### config.mk
export PLATFORM = sky130hd
export DESIGN_NAME = alu_muldiv_unit
export DESIGN_NICKNAME = d
export VERILOG_FILES = /design/src/rtl/alu_muldiv_unit.sv
export SDC_FILE = /design/constraint.sdc
export NUM_CORES = 1
export LEC_CHECK = 0
export CORE_MARGIN = 4
export CORE_UTILIZATION = 45
export CTS_BUF_LIST = sky130_fd_sc_hd__clkbuf_8
export CTS_CLUSTER_SIZE = 14
export DETAILED_ROUTE_END_ITERATION = 6
export PLACE_DENSITY = 0.69
export SYNTH_ARGS = -nofsm -noshare
export SYNTH_HDL_FRONTEND = slang
export SYNTH_SLANG_ARGS = --single-unit
### constraint.sdc
create_clock -name clk_i -period 5.1 [get_ports clk_i]
set_input_delay 0.765 -clock clk_i [delete_from_list [all_inputs] [get_ports clk_i]]
set_output_delay 0.765 -clock clk_i [all_outputs]
set_load 0.01 [all_outputs]
### src/rtl/alu_muldiv_unit.sv
// alu_muldiv_unit: EX-stage integer ALU with iterative shift-add multiply and restoring divide.
// Define ALU_MULDIV_EN to build the MUL/DIV datapath; otherwise M-ext ops return 0 in one cycle.
module alu_muldiv_unit #(
  parameter int XLEN    = 32,
  parameter int SHAMT_W = $clog2(XLEN)
) (
  input  logic               clk_i,
  input  logic               rst_i,
  input  logic               Valid_i,
  output logic               Ready_o,
  input  logic [XLEN-1:0]    OperandA_i,
  input  logic [XLEN-1:0]    OperandB_i,
  input  logic [6:0]         Funct7_i,
  input  logic [2:0]         Funct3_i,
  input  logic [1:0]         ALUOp_i,
  input  logic               Flush_i,
  output logic               Valid_o,
  output logic [XLEN-1:0]    Result_o,
  output logic               Busy_o
);

  logic               r_type;
  logic               i_type;
  logic [SHAMT_W-1:0] shamt;
  logic [XLEN-1:0]    sra_val;
  logic [XLEN-1:0]    srl_val;
  logic [XLEN-1:0]    base_result;
  logic               valid_reg;
  logic [XLEN-1:0]    result_reg;

  assign r_type  = (ALUOp_i == 2'b10);
  assign i_type  = (ALUOp_i == 2'b11);
  assign shamt   = OperandB_i[SHAMT_W-1:0];
  assign sra_val = $unsigned($signed(OperandA_i) >>> shamt);
  assign srl_val = OperandA_i >> shamt;

  assign Valid_o  = valid_reg;
  assign Result_o = result_reg;

  // Single-cycle ops; unknown R-type funct7 encodings fall through to 0.
  always_comb begin
    base_result = '0;
    if (ALUOp_i == 2'b00) begin
      base_result = OperandA_i + OperandB_i;
    end else if (ALUOp_i == 2'b01) begin
      base_result = OperandA_i - OperandB_i;
    end else if (i_type || (r_type && Funct7_i == 7'b0000000)) begin
      case (Funct3_i)
        3'b000:  base_result = OperandA_i + OperandB_i;
        3'b001:  base_result = OperandA_i << shamt;
        3'b010:  base_result = {{(XLEN-1){1'b0}}, $signed(OperandA_i) < $signed(OperandB_i)};
        3'b011:  base_result = {{(XLEN-1){1'b0}}, OperandA_i < OperandB_i};
        3'b100:  base_result = OperandA_i ^ OperandB_i;
        3'b101:  base_result = (i_type && Funct7_i[5]) ? sra_val : srl_val;
        3'b110:  base_result = OperandA_i | OperandB_i;
        default: base_result = OperandA_i & OperandB_i;
      endcase
    end else if (r_type && Funct7_i == 7'b0100000) begin
      if (Funct3_i == 3'b000)      base_result = OperandA_i - OperandB_i;
      else if (Funct3_i == 3'b101) base_result = sra_val;
    end
  end

`ifdef ALU_MULDIV_EN
  typedef enum logic [1:0] {IDLE = 2'd0, MUL = 2'd1, DIV = 2'd2} state_t;

  state_t             state_reg;
  state_t             state_next;
  logic [SHAMT_W-1:0] count_reg;
  logic [XLEN-1:0]    hi_reg;
  logic [XLEN-1:0]    lo_reg;
  logic [XLEN-1:0]    opnd_reg;
  logic [1:0]         op_reg;
  logic               neg_res_reg;
  logic               neg_rem_reg;

  logic               m_op, is_mul, div_signed, a_signed, b_signed;
  logic               a_neg, b_neg, div_zero, div_ovf, iter_start, last_step;
  logic [XLEN-1:0]    a_mag, b_mag, quick_result;
  logic [XLEN:0]      mul_sum;
  logic [XLEN-1:0]    mul_hi_next, mul_lo_next, mul_result;
  logic [2*XLEN-1:0]  prod, prod_fix;
  logic [XLEN:0]      div_shift, div_diff;
  logic               div_ge;
  logic [XLEN-1:0]    div_hi_next, div_lo_next, div_quo, div_rem, div_result;

  assign m_op       = r_type && (Funct7_i == 7'b0000001);
  assign is_mul     = !Funct3_i[2];
  assign div_signed = !Funct3_i[0];
  assign a_signed   = is_mul ? (Funct3_i[1:0] == 2'b01 || Funct3_i[1:0] == 2'b10) : div_signed;
  assign b_signed   = is_mul ? (Funct3_i[1:0] == 2'b01) : div_signed;
  assign a_neg      = a_signed && OperandA_i[XLEN-1];
  assign b_neg      = b_signed && OperandB_i[XLEN-1];
  assign a_mag      = a_neg ? -OperandA_i : OperandA_i;
  assign b_mag      = b_neg ? -OperandB_i : OperandB_i;
  assign div_zero   = (OperandB_i == '0);
  assign div_ovf    = div_signed && (OperandA_i == {1'b1, {(XLEN-1){1'b0}}}) && (OperandB_i == '1);
  assign iter_start = m_op && (is_mul || !(div_zero || div_ovf));
  assign last_step  = (count_reg == SHAMT_W'(XLEN-1));

  always_comb begin
    quick_result = base_result;
    if (m_op && !is_mul) begin
      if (div_zero)     quick_result = Funct3_i[1] ? OperandA_i : '1;
      else if (div_ovf) quick_result = Funct3_i[1] ? '0 : OperandA_i;
    end
  end

  // Multiply: {hi,lo} holds partial product with the multiplier shifting out of lo.
  assign mul_sum     = {1'b0, hi_reg} + (lo_reg[0] ? {1'b0, opnd_reg} : '0);
  assign mul_hi_next = mul_sum[XLEN:1];
  assign mul_lo_next = {mul_sum[0], lo_reg[XLEN-1:1]};
  assign prod        = {mul_hi_next, mul_lo_next};
  assign prod_fix    = neg_res_reg ? -prod : prod;
  assign mul_result  = (op_reg == 2'b00) ? prod_fix[XLEN-1:0] : prod_fix[2*XLEN-1:XLEN];

  // Divide: hi is the partial remainder, lo shifts dividend out and quotient in.
  assign div_shift   = {hi_reg, lo_reg[XLEN-1]};
  assign div_diff    = div_shift - {1'b0, opnd_reg};
  assign div_ge      = !div_diff[XLEN];
  assign div_hi_next = div_ge ? div_diff[XLEN-1:0] : div_shift[XLEN-1:0];
  assign div_lo_next = {lo_reg[XLEN-2:0], div_ge};
  assign div_quo     = neg_res_reg ? -div_lo_next : div_lo_next;
  assign div_rem     = neg_rem_reg ? -div_hi_next : div_hi_next;
  assign div_result  = op_reg[1] ? div_rem : div_quo;

  always_ff @(posedge clk_i) begin
    if (rst_i) state_reg <= IDLE;
    else       state_reg <= state_next;
  end

  always_comb begin
    state_next = state_reg;
    if (Flush_i) begin
      state_next = IDLE;
    end else begin
      case (state_reg)
        IDLE:     if (Valid_i && iter_start) state_next = is_mul ? MUL : DIV;
        MUL, DIV: if (last_step) state_next = IDLE;
        default:  state_next = IDLE;
      endcase
    end
  end

  always_comb begin
    Ready_o = (state_reg == IDLE);
    Busy_o  = (state_reg != IDLE);
  end

  always_ff @(posedge clk_i) begin
    if (rst_i) begin
      valid_reg   <= 1'b0;
      result_reg  <= '0;
      count_reg   <= '0;
      hi_reg      <= '0;
      lo_reg      <= '0;
      opnd_reg    <= '0;
      op_reg      <= '0;
      neg_res_reg <= 1'b0;
      neg_rem_reg <= 1'b0;
    end else begin
      valid_reg <= 1'b0;
      if (Flush_i) begin
        count_reg <= '0;
      end else if (state_reg == IDLE) begin
        if (Valid_i) begin
          if (iter_start) begin
            count_reg   <= '0;
            hi_reg      <= '0;
            lo_reg      <= is_mul ? b_mag : a_mag;
            opnd_reg    <= is_mul ? a_mag : b_mag;
            op_reg      <= Funct3_i[1:0];
            neg_res_reg <= a_neg ^ b_neg;
            neg_rem_reg <= a_neg;
          end else begin
            result_reg <= quick_result;
            valid_reg  <= 1'b1;
          end
        end
      end else begin
        hi_reg    <= (state_reg == MUL) ? mul_hi_next : div_hi_next;
        lo_reg    <= (state_reg == MUL) ? mul_lo_next : div_lo_next;
        count_reg <= count_reg + SHAMT_W'(1);
        if (last_step) begin
          result_reg <= (state_reg == MUL) ? mul_result : div_result;
          valid_reg  <= 1'b1;
          count_reg  <= '0;
        end
      end
    end
  end
`else
  assign Ready_o = 1'b1;
  assign Busy_o  = 1'b0;

  always_ff @(posedge clk_i) begin
    if (rst_i) begin
      valid_reg  <= 1'b0;
      result_reg <= '0;
    end else begin
      valid_reg <= 1'b0;
      if (Valid_i && !Flush_i) begin
        result_reg <= base_result;
        valid_reg  <= 1'b1;
      end
    end
  end
`endif

endmodule

### Word-level counts from Yosys, hierarchy flattened

Index checks and enable logic that the tools add are counted.

| operators by class | value |
|---|---|
| add/subtract/negate cells | 2 |
| order comparisons | 2 |
| equal/unequal tests | 10 |
| shift-type cells | 3 |
| muxes and demuxes | 9 |
| bitwise logic cells | 3 |
| reduce and logical (&&, ||, !) cells | 9 |

Operators by type and width:

| operator | count |
|---|---|
| 32-bit 2-to-1 mux | 7 |
| 32-bit one-hot mux with 7 select lines | 1 |
| 32-bit less-than comparator | 2 |
| 32-bit adder | 1 |
| 32-bit AND | 1 |
| 32-bit bitwise OR | 1 |
| 32-bit by 5-bit << shifter with 32-bit output | 1 |
| 32-bit by 5-bit >> shifter with 32-bit output | 1 |
| 32-bit by 5-bit >>> shifter with 32-bit output | 1 |
| 32-bit subtractor | 1 |
| 32-bit XOR | 1 |
| 3-bit equality test, second input constant | 3 |
| 7-bit by 6-bit equality test with 1-bit output, second input constant | 1 |
| 7-bit zero test | 1 |
| 3-bit by 2-bit equality test with 1-bit output, second input constant | 2 |
| 2-bit equality test, second input constant | 2 |
| 1-bit logical AND | 4 |
| 3-bit by 1-bit equality test with 1-bit output, second input constant | 1 |
| 3-bit zero test | 1 |
| 2-bit by 1-bit equality test with 1-bit output, second input constant | 1 |
| 2-bit zero test | 1 |
| 1-bit zero test | 1 |
| 1-bit logical OR | 1 |
| 1-bit 2-to-1 mux | 1 |

| storage, ports and cells | value |
|---|---|
| bits in registers | 33 |
| output and inout bits | 35 |
| word-level logic and storage cells | 40 |

### Depth between registers and ports, before layout

| logic depth | value |
|---|---|
| depth in word-level cells | 7 |
| depth in mapped cells | 16 |

### Worst setup path after synthesis

Ideal clock, no wire load.

| timing | value |
|---|---|
| path type | in2reg |
| from | input port OperandB_i[2] |
| to | register result_reg[30], in the netlist Result_o[30] |
| library setup time | 123 ps |
| arrival | 4052 ps |
| data required time | 4977 ps |
| setup slack | 925 ps |
| stages | 16 |
| path buffers | 5 |
| cell sequence | clkbuf_1 inv_1 buf_2 buf_2 buf_2 ha_1 buf_2 nor2b_1 o211ai_2 a31oi_2 a2111o_1 a221o_1 a31oi_2 o21bai_1 a311oi_1 o21ai_1 |

| on the way | value |
|---|---|
| cells in the longest elaborated chain, start to end | 7 |

Ends and longest elaborated chain:

| item | line | text |
|---|---|---|
| start, declared | 12 | `input logic [XLEN-1:0] OperandB_i,` |
| parallel branches: the longest is 6 deep, another holds 32-bit adder | -- |  |
| 32-bit 2-to-1 mux (*) | 43 | `if (ALUOp_i == 2'b00) begin` |
| end signal, assigned | 203 | `result_reg <= base_result;` |
| end, declared | 29 | `logic [XLEN-1:0] result_reg;` |

Mark *: on every way between the ends.
A chain may end at the register's enable or synchronous reset.

### Worst setup path in the final report

| timing | value |
|---|---|
| from | input port OperandA_i[0] |
| to | register result_reg[30], in the netlist Result_o[30] |

| on the way | value |
|---|---|
| cells in the longest elaborated chain, start to end | 7 |

Ends and longest elaborated chain:

| item | line | text |
|---|---|---|
| start, declared | 11 | `input logic [XLEN-1:0] OperandA_i,` |
| parallel branches: the longest is 6 deep, another holds 32-bit adder | -- |  |
| 32-bit 2-to-1 mux (*) | 43 |  |

Marked as above.

==> flow_summary.ini <==
[finish]
fin_area_sq_mm = 0.0131
final-seq-area_sq_um = 661
fin_nets = 1879
multiInputGateArea_sq_mm = 0.00985
fill_cells = 2519
final_layout_size_suffix_gt1_share_pct = 11.3
n_antenna_cell = 0
synthToLayoutAreaGrowth_pct = 13.9

[routing]
dr_wl_met3_mm = 6.84
drt-total-wl_mm = 62.6
vias = 14500
dr.first_iter.drc_count = 2393
met2WireLength_mm = 26.7
drtPass1Iterations = 7
vias_per_cell = 7.16
wl_per_cell_um = 30.8
top_layer_used = met4
postRouteAntennaNets = 0
drt_drc_violations_left = 0
drt-met1-wl_mm = 23.4

[clocking]
cts-resized-gates = 0
cts_root_buf = clkbuf_8
cts_sinks = 33
clk_latency_ns = 0.32
cts-buffers-inserted = 5
clockBufferDepth = 2
cts_hold_buf = 0
cts_tree = built
htreeDepth = 2
postCtsSetupRepairBufs = 0
clkTransAtPathRegs_ns = 0.09

[floorplan]
die_area_sq_mm = 0.0283
core_area_sq_mm = 0.0252
io_pins = 115
rows = 58
start_util_pct = 45.8
die_w_um = 168
die_h_um = 168

[yosys]
netlist_instances = 1641
synth_fp_nets = 1820
synth-simple-area-share_pct = 20.9
ys_seq_area_share_pct = 5.73
synth_cell_types = 93
async_flop_share_pct = 0
synth_compound_area_share_pct = 35.6
synth_most_common_cell = nor2_1
synth.largest_area_cell = ha_1
yosysWarnings = 0
synth.cell_area_sq_mm = 0.0115
synth_top_area_share_pct = 10.5
ys_top_cells_by_count = 205 x nor2_1, 133 x a21oi_1, 114 x nand2_1
synth_ff_type = dfxtp_1
synth_xor_area_share_pct = 2.05
synth_seq_cells = 33
synth_mux_area_share_pct = 15.8
synth_edf_count = 0
synth_top_family_by_area = compound AO/OA/AOI/OAI gates
syn_area_per_cell_sq_um = 7.03
synthAdderAreaFrac_pct = 10.9
synth_area_leaders = ha_1 11%, mux4_2 9.4%, nor2_1 6.7%

[worst_setup_path]
critical_path_buf_inv_count = 3
cp_top_family = compound AO/OA/AOI/OAI gates
cpPeakStageDelay_ns = 0.50
worst_ep_required_time_ns = 5.31
slowest_stage = clkdlybuf4s50_1
end_kind = register
critPathKind = in2reg
start_kind = input port
arrival_ns = 4.54
cp_max_fo = 5
crit_path_cell_trace = clkdlybuf4s50_1, inv_1, ha_1, inv_1, fa_1, nor2b_1, o211ai_2, a31oi_2, a2111o_1, a221o_1, a31oi_2, o21bai_1, a311oi_1, o21ai_1

[power_and_ir_drop]
p_seq_share_pct = 14.2
p_sw_mw = 1.11
p_per_area_mw_per_mm2 = 156
internal_power_mw = 0.933
p_comb_share_pct = 74.5
p_leak_nw = 5.30
swShare_pct = 54.4
peakVddDrop_mv = 0.112
pwr-share-clk_pct = 11.3

[sta]
finalSetupTns_ns = 0
worst_pin_slew_ns = 1.22
fmax_mhz = 231
rsz0062_at_grt = false
timing.final.crit_share_pct = 84.8
finalSetupViolCount = 0
skew_ns = 0
final_max_slew_viol_count = 0
final-hold-violation-count = 0
min_period_ns = 4.32
maxSlewHeadroom_pct = 18.9

[global_routing]
grt_pass1_wl_mm = 91.5
grt-ovfl-total = 0
antenna_found_initial = 0
grt_start_max_net_pins = 71
track_usage_pct = 42.7
first_global_vias = 13700

[run]
maxCapViolCount = 0

[min_path]
holdCritPathClass = reg2reg

[placement]
hpwl_mm = 48.8
numPortBuffers = 112
placed_area_sq_mm = 0.0131
gp_congestion = 1.08

[outcome]
outcome = finished, final reports clean
[area by class of cell]
cell class	count	area share, %
clock inverters	3	0.105
flip-flops and latches	33	5.03
repair buffers	195	13.2
clock buffers	5	0.524
inverters	107	3.06
multi-input cells	1358	74.9
well taps	330	3.14
[per-stage QoR]
step	power, mW	std cells	hold WS (ns)	setup WS [ns]	util, %
after floorplan	1.19	1641	0.476	0.925	-
after global placement	1.75	2023	0.440	0.550	51.9
after detailed placement	1.75	2023	0.453	0.498	51.9
after CTS	1.98	2031	0.465	0.830	52.2
after global routing	2.14	2031	0.514	0.612	52.2
final	2.05	2031	0.465	0.777	52.2
[power by group through the flow]
stage	clock, mW	sequential (mW)	combinational [mW]
after floorplan	0	0.302	0.890
after global placement	0	0.296	1.45
after detailed placement	0	0.296	1.46
after CTS	0.229	0.291	1.46
after global routing	0.241	0.294	1.60
final	0.231	0.291	1.53
[cell usage in the layout, fill, tap and decap left out, types with 48 or more instances in the layout]
master           synthesis  routed
buf_4                   10      83
ha_1                    97      97
o21ai_0                 93      93
mux4_2                  48      48
nand2_1                114     114
inv_1                  104     104
mux2i_1                 50      50
nor2_1                 205     203
clkdlybuf4s50_1          0     108
a21oi_1                133     133
[routing by layer]
layer  up-vias  global-route usage, %
li1       6254                      -
met1      6846                   53.3
met2      1157                   64.9
met3       291                   10.0
met4         0                   29.9
met5         -                      0
[tightest hold or removal path, delay by kind of cell (launching register included)]
kind             cells  cell delay [ns]
AO/OA/AOI/OAI        1             0.05
flip-flops           1             0.31
AND/OR/NAND/NOR      1             0.05
[registers in the layout (all words and copies together) (netlist names)]
register  count
Result_o     32
Valid_o       1
[logic make-up after synthesis]
kind of cell	Yosys count
muxes	118
xor gates and xnor gates	27
other	2
adders and majority gates	99
buffers and inverters	250
AOI/OAI and AO/OA	592
and+or+nand+nor	520
DFF	33
[path summary, 6_finish.rpt]
kind / startpoint / end / slack, ns / cells past startpoint
min: Result_o[19]$_SDFFE_PP0P_ / Result_o[19]$_SDFFE_PP0P_ / 0.46 / 2
min reg2reg: Result_o[19]$_SDFFE_PP0P_ / Result_o[19]$_SDFFE_PP0P_ / 0.46 / 2
max: OperandA_i[0] / Result_o[30]$_SDFFE_PP0P_ / 0.78 / 14
max reg2reg: Result_o[29]$_SDFFE_PP0P_ / Result_o[29]$_SDFFE_PP0P_ / 3.13 / 7
Power figures use the tool's default switching activity.
